[config.mk]
export PLATFORM = sky130hd
export DESIGN_NAME = param_sync_counter
export DESIGN_NICKNAME = d
export VERILOG_FILES = /design/src/rtl/param_sync_counter.sv
export SDC_FILE = /design/constraint.sdc
export NUM_CORES = 1
export LEC_CHECK = 0
export ABC_AREA = 1
export CORE_AREA = 2 2 39 41
export CTS_BUF_LIST = sky130_fd_sc_hd__clkbuf_16
export CTS_CLUSTER_DIAMETER = 100
export CTS_CLUSTER_SIZE = 24
export DETAILED_ROUTE_END_ITERATION = 7
export DIE_AREA = 0 0 41 43
export PLACE_DENSITY = 0.54
export SYNTH_ARGS = -nofsm -noshare
export SYNTH_HDL_FRONTEND = slang
export SYNTH_SLANG_ARGS = --single-unit
[constraint.sdc]
create_clock -name clk -period 4.29 [get_ports clk]
set_clock_uncertainty 0.2 [all_clocks]
set_input_delay 1.287 -clock clk [delete_from_list [all_inputs] [get_ports clk]]
set_output_delay 1.287 -clock clk [all_outputs]
set_load 0.01 [all_outputs]
[src/rtl/param_sync_counter.sv]
// param_sync_counter: parametrised up/down counter with load, clear, wrap/saturate and cascade carry
module param_sync_counter #(
    parameter int              WIDTH     = 4,
    parameter longint unsigned MODULUS   = 16,
    parameter int              SATURATE  = 0,
    parameter int              RESET_VAL = 0
) (
    input  logic             clk,
    input  logic             rst,
    input  logic             cnt_en,
    input  logic             up_dn,
    input  logic             clear,
    input  logic             load,
    input  logic [WIDTH-1:0] load_val,
    output logic [WIDTH-1:0] count,
    output logic             carry,
    output logic             wrapped
);
    localparam logic [WIDTH-1:0] MAX     = WIDTH'(MODULUS - 1);
    localparam logic [WIDTH-1:0] RST_VAL = WIDTH'(RESET_VAL);
    localparam bit               SAT     = SATURATE != 0;
    logic             at_term;
    logic [WIDTH-1:0] step_val;
    logic [WIDTH-1:0] load_clamp;
    // terminal detect for the current direction, next counting value and clamped load value
    always_comb begin
        at_term    = up_dn ? count == MAX : count == '0;
        step_val   = at_term ? (SAT ? count : (up_dn ? '0 : MAX))
                             : (up_dn ? count + WIDTH'(1) : count - WIDTH'(1));
        load_clamp = load_val > MAX ? MAX : load_val;
    end
    assign carry = cnt_en & ~rst & ~clear & ~load & at_term;
    // priority rst > clear > load > cnt_en; wrapped pulses on the edge that wraps count
    always_ff @(posedge clk) begin
        if (rst)
            count <= RST_VAL;
        else if (clear)
            count <= '0;
        else if (load)
            count <= load_clamp;
        else if (cnt_en)
            count <= step_val;
        wrapped <= !SAT && carry;
    end
endmodule

After elaboration in Yosys (flattened, before gate mapping)
Index checks and enable logic that the tools add are counted.
Widths: inputs -> output; s select.

cells by class
  reductions and logical operators = 3
  order comparisons = 1
  $add $sub $neg = 2
  bitwise operators = 7
  equal/unequal tests = 1
  muxes and demuxes = 7

operator list
  kind                 number
  $mux 4               6
  $add 4x1->4 const B  1
  $and 1x1->1          4
  $eq 4x4->1 const B   1
  $gt 4x4->1 const B   1
  $logic_not 4->1      1
  $sub 4x1->4 const B  1
  $not 1->1            3
  $reduce_bool 2->1    1
  $reduce_or 2->1      1
  $mux 1               1

word-level totals
  word-level logic and storage cells = 23
  input bits = 10
  register bits = 5
  output and inout bits = 6

Logic depth before layout (Yosys ltp)
  depth in word-level cells = 5
  gate-level depth with buffers = 10

Least setup slack after synthesis
Ideal clock, no wire load.

  kind = input port to output port
  from = input up_dn
  to = output carry
  data required time = 2.803 ns
  buffers on the path = 0
  stages = 4
  arrival = 1.992 ns
  path slack = 0.811 ns
  cells stage by stage = inv_1 -> nor2_1 -> nand3_1 -> a211oi_1

on the way
  cells in the longest elaborated chain, start to end = 2

ends and longest elaborated chain
  element      line  text
  from (decl)  11    input logic up_dn,
  $mux 1       27    at_term = up_dn ? count == MAX : count == '0;
  $and 1x1->1  32    assign carry = cnt_en & ~rst & ~clear & ~load & at_term;
  to (decl)    16    output logic carry,

Every way passes these cells.

Worst setup path in the final report
Same ends and word-level chain as after synthesis.

==> impl_results.rst <==
.. list-table::
   :header-rows: 1

   * - Metric
     - Value
   * - Outcome
     - finished clean
   * - Relative slew slack
     - 83.1%
   * - Critical-path top delay cell
     - clkdlybuf4s50_1
   * - Average detailed-routed wire length per instance
     - 10.0 um
   * - Maximum level of the CTS H-tree
     - 1
   * - First-pass GRT wire length
     - roughly 1500 um
   * - Synthesized area
     - 364 um2
   * - Critical path's largest stage delay
     - around 0.48 ns
   * - Share of the cycle needed by the critical path after routing
     - 95.0%
   * - Count of different cell masters after synthesis
     - 18
   * - First-iteration detailed-routing DRC count
     - 18
   * - DR vias
     - around 440
   * - Total CTS buffers
     - 3
   * - Clock transition at path regs
     - 0.03 ns
   * - Clock Tree Buf Depth
     - 2
   * - Fin. Hold Viols
     - 0
   * - Clock latency on the worst-skew pair
     - between 0.2 and 0.25 ns
   * - Effective utilization at floorplan
     - between 20% and 30%
   * - Sequential area share after synthesis
     - roughly 27%
   * - Floorplan die area
     - 1760 um2
   * - Root buffer selected by CTS
     - clkbuf_16
   * - Largest fanout on the critical path
     - 3
   * - Max frequency
     - around 250 MHz
   * - Gate Count Post-Synth
     - 54
   * - Area of the core
     - around 1400 um2
   * - Most common library cell in the layout ignoring fill and taps
     - nand2_1
   * - MaxCap Viol Count
     - 0
   * - Site row count
     - 14
   * - Area added between synthesis and finish
     - 76.3%
   * - Kind of cell adding the most delay to the critical path
     - buffers and inverters
   * - Number of hold-repair buffers added at the cts stage
     - 0
   * - Aggregate routed wire length
     - about 930 um
   * - Met3 track utilization from global routing
     - under 10%
   * - Worst Path Required
     - 2.80 ns
   * - Period minus WS final
     - ~4.1 ns
   * - Met1 capacity usage during global routing
     - 17.6%
   * - Share of final-layout standard cells stronger than drive strength 1
     - about an eighth
   * - Worst Setup Path Type
     - in -> out
   * - TritonCTS clock tree
     - built
   * - Unrepaired setup endpoints after global routing
     - false
   * - Port Buffer Count
     - 15
   * - Placed cell count
     - 89
   * - Weighted congestion reported at the end of routability-driven placement
     - 0.759
   * - Clock Sinks
     - 5
   * - Vert. Die Dim
     - about 43 um
   * - Worst Setup Start Kind
     - input pin
   * - Setup violation total in the final timing report
     - 0
   * - Crit-path cells
     - clkdlybuf4s50_1 -> inv_1 -> nor2_1 -> nand3_1 -> a211oi_1 -> dlygate4sd2_1
   * - Met2 layer usage reported by global route
     - 17.2%
   * - Die width
     - between 40 and 50 um
   * - Most utilized layer in the global route result
     - met1
   * - Sum Neg Setup Slack
     - 0 ns
   * - Residual overflow from global routing
     - 0
   * - Top library cells by usage in the layout, fill and taps aside
     - 15 x nand2_1, 14 x clkdlybuf4s50_1, 8 x inv_1
   * - Post-synthesis net count
     - 67
   * - Per-instance average area after synthesis
     - approximately 6.7 um2
   * - Slew @ Worst Pin
     - about 0.25 ns
   * - Total half-perimeter wirelength after legalization and detailed placement
     - 738 um
   * - Number of buffers added for setup after CTS
     - 0
   * - Largest net degree at the start of global routing
     - 8
   * - TritonRoute pass-1 iters
     - 4
   * - Leak pwr
     - about 0.0003 uW
   * - I/O Pins
     - 16
   * - Flop and latch count out of synthesis
     - 5
   * - Cell area power density
     - between 300 and 400 nW/um2
   * - Worst hold path class
     - reg -> reg
   * - Number of inserted diodes
     - 0
   * - Overall fraction of global-route tracks in use
     - a little over an eighth
   * - Final Slew Violations
     - 0
   * - Bufs and invs on worst path
     - 3
   * - Type of element capturing the critical path
     - output pin
   * - Count of yosys warnings during synthesis
     - 0
   * - Post-route ant nets
     - 0
   * - Data arrival time of the critical path
     - roughly 2.6 ns
   * - Final layout net count
     - 91
   * - Vias per inst
     - roughly 4.7
   * - Final cell count without fillers
     - 93
   * - Initial antenna violation count
     - 0
   * - IR Drop Worst-Case VDD
     - 0.192 mV
   * - Count of unresolved DRC violations after routing
     - 0
   * - Number of global-route vias before repair
     - between 300 and 400
power by group:
part           switching [uW]  internal (uW)
Sequential               3.54           49.1
Clock                    32.0            121
Combinational            17.1           22.1
Total                    52.6            192
flip-flops by register name (all words and copies together), names as in the netlist:
register,count
count,4
wrapped,1
worst reg2reg max path, cell delays in order (launching register included):
cell and delay (ns):
dfxtp_1 0.42, ha_1 0.29, or2_1 0.25, nand2_1 0.07, nand2_1 0.05, nand3_1 0.06, nand2_1 0.05, nand2_1 0.07
a21oi_2 0.05
cell usage after synthesis:
library cell | number | area share [%]
xor2_1 | 1 | 2.4
a21oi_1 | 2 | 2.7
fa_1 | 1 | 5.5
a211oi_1 | 1 | 2.1
a22oi_1 | 1 | 2.1
or2_1 | 1 | 1.7
or2_4 | 1 | 2.4
nand3_1 | 4 | 5.5
o221ai_1 | 2 | 4.8
dfxtp_1 | 5 | 27
ha_1 | 2 | 6.9
a31oi_1 | 1 | 1.7
a21oi_2 | 1 | 2.4
inv_2 | 1 | 1.0
o21ai_0 | 1 | 1.4
nor2_1 | 7 | 7.2
nand2_1 | 15 | 15
inv_1 | 7 | 7.2
routing by layer:
layer / vias up / part of all wire [%]
met3: 3 / 6.3
met2: 17 / 44
met1: 193 / 47
li1: 225 / -
met5: - / 0
met4: 0 / 2.1
metrics by stage:
step / cell area (um2) / setup slack [ns] / hold WS (ns) / util [%] / power [uW]
3_3_place_gp: 564 / -0.0761 / 0.339 / 40.8 / 92.9
5_1_grt: 642 / 0.145 / 0.361 / 46.4 / 258
3_5_place_dp: 564 / -0.0828 / 0.344 / 40.8 / 92.9
6_report: 642 / 0.214 / 0.345 / 46.4 / 245
4_1_cts: 642 / 0.199 / 0.351 / 46.4 / 248
2_1_floorplan: 364 / 0.811 / 0.347 / - / 73.3
what timing repair did:
item	in CTS	in global routing
hold endpoints to repair	0	0
resized for setup	1	0
setup endpoints to repair	1	0
cells by family (layout without fill, tap and decap cells):
group,count (synthesis),in the layout,synth area share [%]
AND/OR/NAND/NOR,28,28,32.3
AO/OA/AOI/OAI,9,9,17.2
buffers and inverters,8,31,8.25
flip-flops,5,5,27.5
adder cells (fa/ha/maj),3,3,12.4
XOR/XNOR,1,1,2.41
final timing paths:
check                              from               endpoint  slack (ns)  cells after the start
hold reg to reg   count[3]$_SDFFE_PP0P_  count[3]$_SDFFE_PP0P_        0.34                      2
setup reg to reg  count[2]$_SDFFE_PP0P_  count[3]$_SDFFE_PP0P_        2.69                      8
hold / removal    count[3]$_SDFFE_PP0P_  count[3]$_SDFFE_PP0P_        0.34                      2
setup / recovery                  up_dn                  carry        0.21                      6
final cells by class:
cell class              instances  area (um2)
fillers                       154         742
multi-input cells              41         234
repair buffers                 19         179
flip-flops and latches          5         100
clock buffers                   3        75.1
inverters                       8        30.0
well taps                      16        20.0
clock inverters                 1        3.75
No activity file was read; power rests on OpenSTA's default activity.
==> variant 1: new RTL, same settings <==
Register the inputs `cnt_en`, `up_dn`, `clear`, `load` and `load_val` before use, without a reset. The logic sees them one clock later.
--- a/src/rtl/param_sync_counter.sv
+++ b/src/rtl/param_sync_counter.sv
@@ -19,26 +19,41 @@
     localparam logic [WIDTH-1:0] MAX     = WIDTH'(MODULUS - 1);
     localparam logic [WIDTH-1:0] RST_VAL = WIDTH'(RESET_VAL);
     localparam bit               SAT     = SATURATE != 0;
+
+    logic cnt_en_q;
+    logic up_dn_q;
+    logic clear_q;
+    logic load_q;
+    logic [WIDTH-1:0] load_val_q;
+
+    always_ff @(posedge clk) begin
+        cnt_en_q   <= cnt_en;
+        up_dn_q    <= up_dn;
+        clear_q    <= clear;
+        load_q     <= load;
+        load_val_q <= load_val;
+    end
+
     logic             at_term;
     logic [WIDTH-1:0] step_val;
     logic [WIDTH-1:0] load_clamp;
     // terminal detect for the current direction, next counting value and clamped load value
     always_comb begin
-        at_term    = up_dn ? count == MAX : count == '0;
-        step_val   = at_term ? (SAT ? count : (up_dn ? '0 : MAX))
-                             : (up_dn ? count + WIDTH'(1) : count - WIDTH'(1));
-        load_clamp = load_val > MAX ? MAX : load_val;
+        at_term    = up_dn_q ? count == MAX : count == '0;
+        step_val   = at_term ? (SAT ? count : (up_dn_q ? '0 : MAX))
+                             : (up_dn_q ? count + WIDTH'(1) : count - WIDTH'(1));
+        load_clamp = load_val_q > MAX ? MAX : load_val_q;
     end
-    assign carry = cnt_en & ~rst & ~clear & ~load & at_term;
+    assign carry = cnt_en_q & ~rst & ~clear_q & ~load_q & at_term;
     // priority rst > clear > load > cnt_en; wrapped pulses on the edge that wraps count
     always_ff @(posedge clk) begin
         if (rst)
             count <= RST_VAL;
-        else if (clear)
+        else if (clear_q)
             count <= '0;
-        else if (load)
+        else if (load_q)
             count <= load_clamp;
-        else if (cnt_en)
+        else if (cnt_en_q)
             count <= step_val;
         wrapped <= !SAT && carry;
     end
Behaviour: not the same (Yosys sat finds a counterexample within 4 cycles, from zero or initial values).
==> variant 1 against the original RTL <==
  * Final area grew 24%
  * Sequential share of layout area is 17 points higher
  * Synthesized area is 51% higher
  * Sequential cell count rose by 8
  * Global-route usage fell by 0.71 points
  * Worst setup slack got worse by 0.028 ns
  * Total power rose by 39%
  * Cell count increased by 6.5%
  * Routed wire length rose by 7.9%
  * Critical path type unchanged
==> variant 1: results (changes against the original RTL) <==
Clock network
  – Inserted Clock Buffers: 3 (unchanged)
  – H-tree levels: 1 (unchanged)
  – Worst skew pair latency: between 0.2 and 0.25 ns
  – Setup bufs post-CTS: 0 (unchanged)
  – Worst-path clk slew: approximately 0.040 ns
  – Clock Path Buffers: 2 (unchanged)
  – CTS resizes: 0 (-1)
  – Clk root buf: clkbuf_16

Timing
  – Relative slew slack: 82.4% (-0.62 points)

Pwr
  – Worst vdd ir: 0.241 mV (+25%)
  – Leakage power: 0.379 nW (+23%)

Placed design
  – Routability cong.: 0.724 (-4.7%)
  – DP Area: 714 sq um (+27%)
  – PortBufs: 15 (unchanged)
  – Hpwl dp: 763 um (+3.4%)

Setup path
  – Crit path largest cell delay: 0.56 ns (+0.08 ns)
  – Crit-path leading delay family: buffers and inverters
  – Slowest-stage cell, CP: clkdlybuf4s50_1
  – Crit-path max FO: 2 (-1)

Routing
  – Vias/cell: 4.67 (-0.91%)
  – Wire length per cell: 10.2 um (+1.4%)
  – Drt first-iter violations: 9 (-9)
  – 1st-pass router iterations: 3 (-1)

Synthesis
  – Commonest cells in the synthesized netlist: nand2_1, dfxtp_1, inv_1
  – YS warnings: 0 (unchanged)
  – Syn_nets: 77 (+15%)
  – Sequential-to-total area share from yosys stat: 47.5% (+20 points)
  – Area contributors post-synth: dfxtp_1, nand2_1, inv_1
  – Asr flop ratio synth: 0% (unchanged)
  – Netlist cell types: 17 (-1)

Final layout
  – Layout net count: 97 (+6.6%)
  – Largest registers: count (4), load_val_q (4)
  – Antenna cells: 0 (unchanged)
  – Share of layout cells above drive strength 1: 8.43% (-4.6 points)

Min path
  – Hold Path Class: reg2reg

GRT
  – Initial antenna violation count: 0 (unchanged)
  – Vias in the first global route: 367 (-0.54%)
  – Gr usage total: 13.0% (-0.71 points)
  – First-pass GRT wire length: 1490 um (-2.2%)
  – Largest net degree at the start of global routing: 8 (unchanged)

Status
  – Status: completed
## variant 1: metal layers
metal  track usage, %  part of all wire (%)
met5                0                     0
met4             8.00                   1.4
met3             4.71                   3.8
met2             17.8                    47
met1             16.7                    48
## variant 1: layout make-up
class	count	area (sq um)
well taps	16	20.0
clock inverters	1	3.75
clock buffers	3	75.1
flip-flops and latches	13	260
multi-input cells	40	239
inverters	10	37.5
repair buffers	16	158
fillers	125	591
## variant 1: stage by stage
| step | worst slack, ns | hold WS (ns) | power (mW) | instances |
|---|---|---|---|---|
| floorplan | 0.984 | 0.283 | 0.156 | 64 |
| global placement | 0.198 | 0.277 | 0.173 | 95 |
| detailed placement | 0.177 | 0.277 | 0.173 | 95 |
| CTS | 0.169 | 0.285 | 0.344 | 99 |
| global route | 0.130 | 0.313 | 0.355 | 99 |
| finish | 0.186 | 0.282 | 0.341 | 99 |
## variant 1: kinds of logic (layout without fill, tap and decap cells)
family,after synthesis,in the layout,share of synthesized area (%)
adders and majority gates,3,3,8.22
and+or+nand+nor,29,29,23.5
xor gates and xnor gates,1,1,1.60
DFF,13,13,47.5
buffers and inverters,11,30,8.90
AOI/OAI and AO/OA,7,7,10.3
## variant 1: where the power goes
part / total (mW) / switching [mW] / internal [mW]
Sequential: 0.133 / 0.00500 / 0.128
Clock: 0.170 / 0.0475 / 0.123
Combinational: 0.0382 / 0.0173 / 0.0209
## variant 1: worst paths after layout
path / startpoint / endpoint / slack [ns] / depth (start not counted)
worst max-delay path: rst / carry / 0.19 / 5
worst min-delay path: cnt_en_q / wrapped / 0.28 / 2
worst max register to register: up_dn_q / count[3] / 2.65 / 9
worst min register to register: cnt_en_q / wrapped / 0.28 / 2
==> variant 2: new RTL, config.mk and constraints unchanged <==
Made on the original files. The parameter `WIDTH` goes from 4 to 3.
--- a/src/rtl/param_sync_counter.sv
+++ b/src/rtl/param_sync_counter.sv
@@ -1,6 +1,6 @@
 // param_sync_counter: parametrised up/down counter with load, clear, wrap/saturate and cascade carry
 module param_sync_counter #(
-    parameter int              WIDTH     = 4,
+    parameter int              WIDTH     = 3,
     parameter longint unsigned MODULUS   = 16,
     parameter int              SATURATE  = 0,
     parameter int              RESET_VAL = 0
Ports: changed (resized count and load_val); port bits go from 16 to 14. The function was not compared with the original's and may differ.
==> variant 2 against the original RTL <==
  * Global-route usage is 3.0 points lower
  * Clock power is 6% lower
  * Final area down 14%
  * Worst setup slack gained 0.032 ns
  * Synthesized area fell by 20%
  * Synthesized cell count is 17% lower
  * Non-clock buffer count shrank 1
  * Routed wire length decreased by 26%
  * Sequential cell count down 1
  * Total power down 10%
  * Core utilization fell by 6.4 points
==> variant 2: results (changes against the original RTL) <==
Synthesis
  – Syn_nets: 55 (-18%)
  – Asr flop ratio synth: 0% (unchanged)
  – YS warnings: 0 (unchanged)
  – Commonest cells in the synthesized netlist: nand2_1, inv_1, inv_2
  – Netlist cell types: 16 (-2)
  – Dominant synthesized flop cell: dfxtp_1
  – Sequential-to-total area share from yosys stat: 27.5% (about the same)
  – Area contributors post-synth: dfxtp_1, nand2_1, fa_1

Routing
  – Drt first-iter violations: 0 (-18)
  – 1st-pass router iterations: 1 (-3)
  – Vias/cell: 4.04 (-14%)
  – Wire length per cell: 8.40 um (-16%)

Setup path
  – R2r setup slk: 2.79 ns (+0.10 ns)
  – Crit-path max FO: 3 (unchanged)
  – Crit-path leading delay family: buffers and inverters
  – Worst Path Arrival: 2.56 ns (-0.03 ns)
  – Crit path largest cell delay: 0.50 ns (+0.02 ns)
  – RR Endpoint: count[2]
  – RR Startpoint: count[0]

Final layout
  – Layout net count: 78 (-14%)
  – Share of layout cells above drive strength 1: 25.8% (+13 points)
  – Largest registers: count (3), wrapped (1)

Placed design
  – Place WS: -0.0296 ns (+0.0532 ns)
  – Routability cong.: 0.680 (-11%)
  – DP Area: 479 sq um (-15%)
  – PortBufs: 13 (-2)
  – Hpwl dp: 567 um (-23%)

Clock network
  – Worst skew pair latency: between 0.2 and 0.25 ns
  – H-tree levels: 1 (unchanged)

Min path
  – Hold Path Class: reg2reg
  – Hold worst-path end: count[2]
  – Hold Path Stages: 2 (unchanged)
  – Hold Path Origin: count[2]

Status
  – Status: completed

Pwr
  – Cell-internal power: 0.177 mW (-7.6%)
  – Leakage power: 0.263 nW (-15%)
  – Worst vdd ir: 0.298 mV (+55%)

GRT
  – First-pass GRT wire length: 1230 um (-19%)
  – Largest net degree at the start of global routing: 7 (-1)
  – Gr usage total: 10.7% (-3.0 points)
  – Gr ovfl total: 0 (unchanged)
  – Vias in the first global route: 311 (-16%)

Timing
  – Relative slew slack: 83.0% (about the same)
  – Fin Hold WS: 0.356 ns (+0.0115 ns)
-- variant 2: power groups by stage --
stage                     combinational, mW  clock, mW  sequential, mW
after floorplan                      0.0161          0          0.0426
after detailed placement             0.0342          0          0.0425
after global placement               0.0342          0          0.0424
after CTS                            0.0344      0.145          0.0420
after global routing                 0.0388      0.149          0.0422
final                                0.0339      0.144          0.0418
-- variant 2: what timing repair did --
| action | 4_1_cts | 5_1_grt |
|---|---|---|
| setup endpoints to repair | 1 | 0 |
| hold endpoints to repair | 0 | 0 |
| resized for setup | 1 | 0 |
-- variant 2: per-layer routing --
layer  GRT usage (%)  share of wire, %  up-vias
met5               0                 0        -
met4            4.00                 0        0
met3            7.85               6.8        0
met2            15.0                47        7
met1            12.2                46      144
li1                -                 -      180
-- variant 2: area by class of cell --
class                   instances  area (sq um)
fillers                       158           831
multi-input cells              31           174
repair buffers                 18           166
flip-flops and latches          4          80.1
clock buffers                   3          75.1
inverters                      10          37.5
well taps                      16          20.0
-- variant 2: cell families after synthesis --
group                    after synthesis  synth area share, %
XOR/XNOR                               1                 3.00
AND/OR/NAND/NOR                       23                 36.5
flip-flops                             4                 27.5
buffers and inverters                 10                 12.9
adder cells (fa/ha/maj)                1                 6.87
AO/OA/AOI/OAI                          6                 13.3
-- variant 2: how the worst max path moves through the flow --
stage	startpoint	end	slack, ns	depth (start not counted)
after floorplan	rst	carry	0.97	3
final	up_dn	carry	0.25	8
after CTS	up_dn	carry	0.24	8
after global routing	up_dn	carry	0.09	8
after detailed placement	up_dn	carry	-0.03	8
after global placement	up_dn	carry	-0.02	8
-- variant 2: per-stage QoR --
step / std cells / TNS [ns]
floorplan: 45 / 0
global placement: 79 / -0.0190
detailed placement: 79 / -0.0296
CTS: 82 / 0
global route: 82 / 0
finish: 82 / 0
